===== src/rtl/regfile_write_arbiter.sv =====
// Register-file write-port arbiter with a zero-fill clear sequencer.
// Define FIXED_PRIORITY_EN for fixed (lowest index) priority instead of round-robin.
module regfile_write_arbiter #(
  parameter int NUM_REQ = 3,
  parameter int ADDR_W  = 5,
  parameter int DATA_W  = 32
) (
  input  logic                      Clock,
  input  logic                      CleanAllControl,
  input  logic [NUM_REQ-1:0]        ReqValid,
  input  logic [NUM_REQ*ADDR_W-1:0] ReqAddr,
  input  logic [NUM_REQ*DATA_W-1:0] ReqData,
  output logic [NUM_REQ-1:0]        ReqReady,
  input  logic                      ClearStart,
  output logic                      ClearBusy,
  output logic                      WriteControl,
  output logic [ADDR_W-1:0]         WriteRegAddress,
  output logic [DATA_W-1:0]         DataOfWrite
);

  localparam int IW = (NUM_REQ > 1) ? $clog2(NUM_REQ) : 1;
  localparam logic [ADDR_W-1:0] LAST_REG = '1;

  typedef enum logic {
    ST_ARB,
    ST_CLEAR
  } state_t;

  state_t              r_state;
  logic [ADDR_W-1:0]   r_cnt;
  logic                r_wr_en;
  logic [ADDR_W-1:0]   r_wr_addr;
  logic [DATA_W-1:0]   r_wr_data;

  logic                w_found;
  logic [IW-1:0]       w_gnt_idx;
  logic                w_xfer;
  logic [ADDR_W-1:0]   w_sel_addr;
  logic [DATA_W-1:0]   w_sel_data;

`ifdef FIXED_PRIORITY_EN
  always_comb begin
    w_found   = 1'b0;
    w_gnt_idx = '0;
    for (int k = NUM_REQ - 1; k >= 0; k--) begin
      if (ReqValid[k]) begin
        w_found   = 1'b1;
        w_gnt_idx = IW'(k);
      end
    end
  end
`else
  logic [IW-1:0] r_last;

  // Search starts just past the last winner and wraps.
  always_comb begin
    int v_idx;
    w_found   = 1'b0;
    w_gnt_idx = '0;
    v_idx     = 0;
    for (int k = 1; k <= NUM_REQ; k++) begin
      v_idx = int'(r_last) + k;
      if (v_idx >= NUM_REQ) begin
        v_idx = v_idx - NUM_REQ;
      end
      if (!w_found && ReqValid[v_idx]) begin
        w_found   = 1'b1;
        w_gnt_idx = IW'(v_idx);
      end
    end
  end

  always_ff @(posedge Clock or negedge CleanAllControl) begin
    if (!CleanAllControl) begin
      r_last <= IW'(NUM_REQ - 1);
    end else if (w_xfer) begin
      r_last <= w_gnt_idx;
    end
  end
`endif

  assign w_xfer = w_found
                & (r_state == ST_ARB)
                & ~ClearStart;

  assign w_sel_addr =
    ReqAddr[w_gnt_idx*ADDR_W +: ADDR_W];
  assign w_sel_data =
    ReqData[w_gnt_idx*DATA_W +: DATA_W];

  assign ReqReady = w_xfer
    ? (NUM_REQ'(1) << w_gnt_idx)
    : '0;

  always_ff @(posedge Clock or negedge CleanAllControl) begin
    if (!CleanAllControl) begin
      r_state   <= ST_ARB;
      r_cnt     <= '0;
      r_wr_en   <= 1'b0;
      r_wr_addr <= '0;
      r_wr_data <= '0;
    end else begin
      unique case (r_state)
        ST_ARB: begin
          if (ClearStart) begin
            r_state <= ST_CLEAR;
            r_cnt   <= ADDR_W'(1);
            r_wr_en <= 1'b0;
          end else if (w_xfer && (w_sel_addr != '0)) begin
            r_wr_en   <= 1'b1;
            r_wr_addr <= w_sel_addr;
            r_wr_data <= w_sel_data;
          end else begin
            // Idle, or an accepted write to r0 that is dropped.
            r_wr_en <= 1'b0;
          end
        end
        ST_CLEAR: begin
          r_wr_en   <= 1'b1;
          r_wr_addr <= r_cnt;
          r_wr_data <= '0;
          if (r_cnt == LAST_REG) begin
            r_state <= ST_ARB;
            r_cnt   <= '0;
          end else begin
            r_cnt <= r_cnt + 1'b1;
          end
        end
        default: begin
          r_state <= ST_ARB;
          r_wr_en <= 1'b0;
        end
      endcase
    end
  end

  assign ClearBusy       = (r_state == ST_CLEAR);
  assign WriteControl    = r_wr_en;
  assign WriteRegAddress = r_wr_addr;
  assign DataOfWrite     = r_wr_data;

  a_gnt_onehot: assert property (
    @(posedge Clock) disable iff (!CleanAllControl)
    $onehot0(ReqReady)
  );

  a_gnt_valid: assert property (
    @(posedge Clock) disable iff (!CleanAllControl)
    (ReqReady & ~ReqValid) == '0
  );

endmodule


===== config.mk =====
export PLATFORM = sky130hd
export DESIGN_NAME = regfile_write_arbiter
export DESIGN_NICKNAME = d
export VERILOG_FILES = /design/src/rtl/regfile_write_arbiter.sv
export SDC_FILE = /design/constraint.sdc
export NUM_CORES = 1
export LEC_CHECK = 0
export CAP_MARGIN = 10
export CORE_MARGIN = 4
export CORE_UTILIZATION = 45
export CTS_BUF_LIST = sky130_fd_sc_hd__clkbuf_4 sky130_fd_sc_hd__clkbuf_8
export DETAILED_ROUTE_END_ITERATION = 6
export MAX_ROUTING_LAYER = met4
export PLACE_DENSITY = 0.95
export SLEW_MARGIN = 5
export SYNTH_ARGS = -nofsm -noshare
export SYNTH_HDL_FRONTEND = slang
export SYNTH_SLANG_ARGS = --single-unit

===== constraint.sdc =====
create_clock -name Clock -period 9.1 [get_ports Clock]
set_input_delay 0.91 -clock Clock [delete_from_list [all_inputs] [get_ports Clock]]
set_output_delay 0.91 -clock Clock [all_outputs]
set_load 0.01 [all_outputs]

==> summary.txt <==
Power and ir drop
  – Comb pwr share: between 60% and 70%
  – Pwr/cell area: 267.3 nW/um2
  – P_sw: slightly below 600 uW
  – Internal cell power: 725.8 uW
  – Switching share of power: 44.68%
  – Clock share of power: ~9.7%
  – Peak supply drop: 0.1559 mV
  – Lkg Pwr: 0.002056 uW
  – Sequential power share: 21.7%

Synthesis
  – FFs w/ async S/R, synth: 100.0%
  – Synth area leader: dfrtp_1
  – Ys flop type: dfrtp_1
  – Area contributors post-synth: dfrtp_1 35%, mux2i_1 21%, nand2b_1 7.4%
  – Post-synthesis net count: about 470
  – Mapped Cells: 344
  – EDFF count, synth: 0
  – Syn avg cell area: approximately 9.4 um2
  – Register bit count reported by yosys: 46
  – Mapped Area: about 3200 um2
  – Distinct cell type count after synthesis: 46
  – Sequential area share after synthesis: between 30% and 40%
  – Yosys warnings: 0
  – Synth top area share: a little over a third

Detailed routing
  – Antenna-violating nets left: 0
  – Pre-antenna DRT Iters: 4
  – Drt initial violations: between 90 and 100
  – Routed WL: 9208 um
  – DR vias: 3091
  – # DRC: 0
  – Wire per inst: 15.69 um
  – DR vias/cell: 5.266

Clock tree
  – Clock transition at path regs: 80 ps
  – Hold_buf cts: 0
  – Clock tree sinks: 46
  – Setup Fix Bufs, Post-CTS: 0
  – Total CTS buffers: 5
  – Bufs on Longest Clock Path: 2
  – CTS tree: yes
  – H-tree depth: 2
  – CTS root buf: clkbuf_8
  – Worst skew pair latency: 290 ps
  – # resized after CTS: 0

Final layout
  – Area of the multi-input gates: 1919 um2
  – Fin util: between 70% and 80%
  – Area Growth Syn to Fin: 52.41%
  – Fillcell total: 526
  – Register area: 1152 um2
  – Final nets: 613
  – Fraction of layout cells with a size suffix above 1: 5.499%
  – Total inserted antenna cells: 0

Die
  – Row count: 30
  – Placeable core area: 6869 um2
  – Die X-Extent: 92.60 um
  – Die H: 92.60 um
  – Io pins: 159
  – Starting Density: 46.89%
  – Die footprint: 8575 um2

STA
  – TNS Setup: 0 ps
  – RSZ-0062 raised after global routing: no
  – Least-Margin Pin Slew: 1003 ps
  – Hold WS: 513.7 ps
  – Post-layout min period: 4805 ps
  – Layout Skew: approximately 2.5 ps
  – Max-slew headroom: 33.15%
  – Slew Limit Fails: 0
  – Final WS setup: 4295 ps
  – Final Hold Fails: 0
  – Max Fclk: 0.2081 GHz
  – Crit share post-route: 52.80%
  – Setup-failing EPs final: 0

Worst setup path
  – R2R Path Start: r_last[1]$_DFFE_PN1P_
  – Worst-path cell chain: clkdlybuf4s50_1, or3b_1, a21boi_4, o21ai_1, and3_2, buf_4, nor3_1, clkdlybuf4s50_1
  – CP max stage cell: clkdlybuf4s50_1
  – Setup CP Type: in -> out
  – Worst path max stage delay: 580 ps
  – CP Launch Type: primary input
  – Most common cell on crit path: clkdlybuf4s50_1
  – Element type at the critical path end: primary output
  – CP startpoint: ReqValid[2]
  – Signal arrival time at the worst endpoint: 3900 ps
  – Crit path required time: 8190 ps
  – Crit Path Max Fanout: 44

GRT
  – Largest net degree at the start of global routing: between 50 and 60
  – GRT Util Overall: 21.94%
  – Congestion Overflow GR: 0
  – Number of global-route vias before repair: 3220
  – First-pass GRT wire length: about 15000 um
  – Antenna violations before repair: 0

Placement
  – PortBufs: 158
  – DP Worst Slack: 4352 ps
  – Final HPWL DP: 7241 um
  – Placer congestion estimate: 0.9002

Hold path
  – Hold Crit Class: reg -> reg
  – Hold path startpoint: r_cnt[3]$_DFFE_PN0P_

Status
  – Status: complete, no violations

Run
  – Max-cap violations: 0
==> metal layers <==
layer  global-route usage (%)  vias up  wire length [um]
met5                        -        -                 0
met4                    4.703        0               116
met3                    5.199       10               644
met2                    38.85      118              4770
met1                    25.27     1455              3677
li1                         -     1508                 -
==> cell usage after synthesis (2+ instances only) <==
library cell	n
o21ai_0	7
mux2i_1	68
or2_1	2
o221ai_1	2
nand3_1	6
o211ai_1	2
o21a_1	2
buf_6	5
o31ai_1	2
buf_2	3
a21o_1	2
dfrtp_1	45
nor2_1	44
o21ai_1	3
inv_1	6
and3_1	2
nor3_1	8
a21boi_4	2
a21oi_1	38
a211oi_1	4
nand2b_1	38
nor2b_1	5
ha_1	6
clkbuf_1	13
nand2_1	8
==> flip-flops by register name, summed over array words and instances (netlist names) <==
signal / count
r_last: 2
WriteControl: 1
DataOfWrite: 32
ClearBusy: 1
r_cnt: 5
WriteRegAddress: 5
==> cells by family (layout without fill, tap and decap cells) <==
kind of cell / count (synthesis) / count (layout) / synth area share, %
fa+ha+maj: 6 / 6 / 2.331
mux: 70 / 70 / 22.03
flops: 46 / 46 / 35.78
compound gates: 78 / 78 / 17.09
simple gates: 116 / 116 / 18.10
buf+inv: 28 / 175 / 4.662
==> power groups by stage <==
| stage | clock (uW) | sequential [uW] | combinational (uW) |
|---|---|---|---|
| floorplan | 0 | 298 | 676 |
| global route | 144 | 292 | 992 |
| finish | 128 | 285 | 899 |
| detailed placement | 0 | 288 | 903 |
| CTS | 134 | 285 | 907 |
| global placement | 0 | 285 | 869 |
==> final timing paths <==
| check | endpoint | slack (ps) | cells past startpoint |
|---|---|---|---|
| worst min-delay path | r_cnt[3]$_DFFE_PN0P_ | 510 | 1 |
| min in group asynchronous | r_cnt[0]$_DFFE_PN0P_ | 780 | 1 |
| worst max register to register | DataOfWrite[23]$_DFFE_PN0P_ | 4750 | 12 |
| worst min register to register | r_cnt[3]$_DFFE_PN0P_ | 510 | 1 |
| max in group asynchronous | DataOfWrite[4]$_DFFE_PN0P_ | 7690 | 1 |
| worst max-delay path | ReqReady[0] | 4290 | 8 |
==> metrics by stage <==
step	instances	instance area (um2)	power, uW
6_report	587	4908	1312
5_1_grt	587	4908	1428
4_1_cts	587	4908	1326
3_5_place_dp	579	4813	1192
3_3_place_gp	579	4813	1154
2_1_floorplan	344	3221	973.8
==> critical path, delay by kind of cell <==
kind	cells	cell delay (ps)
simple gates	3	1090
compound gates	2	330
buf+inv	3	1550
==> layout by cell type, fill, tap and decap left out, types with 2 or more instances in the layout <==
cell,n
clkdlybuf4s50_1,157
mux2i_1,68
dfrtp_1,45
nor2_1,44
nand2b_1,38
a21oi_1,38
nand2_1,8
nor3_1,8
o21ai_0,7
inv_1,6
nand3_1,6
ha_1,6
clkbuf_8,6
nor2b_1,5
a211oi_1,4
o21ai_1,3
buf_4,3
a21boi_4,2
or2_1,2
o21a_1,2
o211ai_1,2
o221ai_1,2
o31ai_1,2
a21o_1,2
==> area by class of cell <==
cell class | instances | area share [%]
Clock buffer | 6 | 1.682
Clock inverter | 2 | 0.2549
Inverter | 6 | 0.4588
Multi-Input combinational cell | 270 | 39.10
Sequential cell | 46 | 23.48
Tap cell | 96 | 2.447
Timing Repair Buffer | 161 | 32.58
No activity file was read; power rests on OpenSTA's default activity.
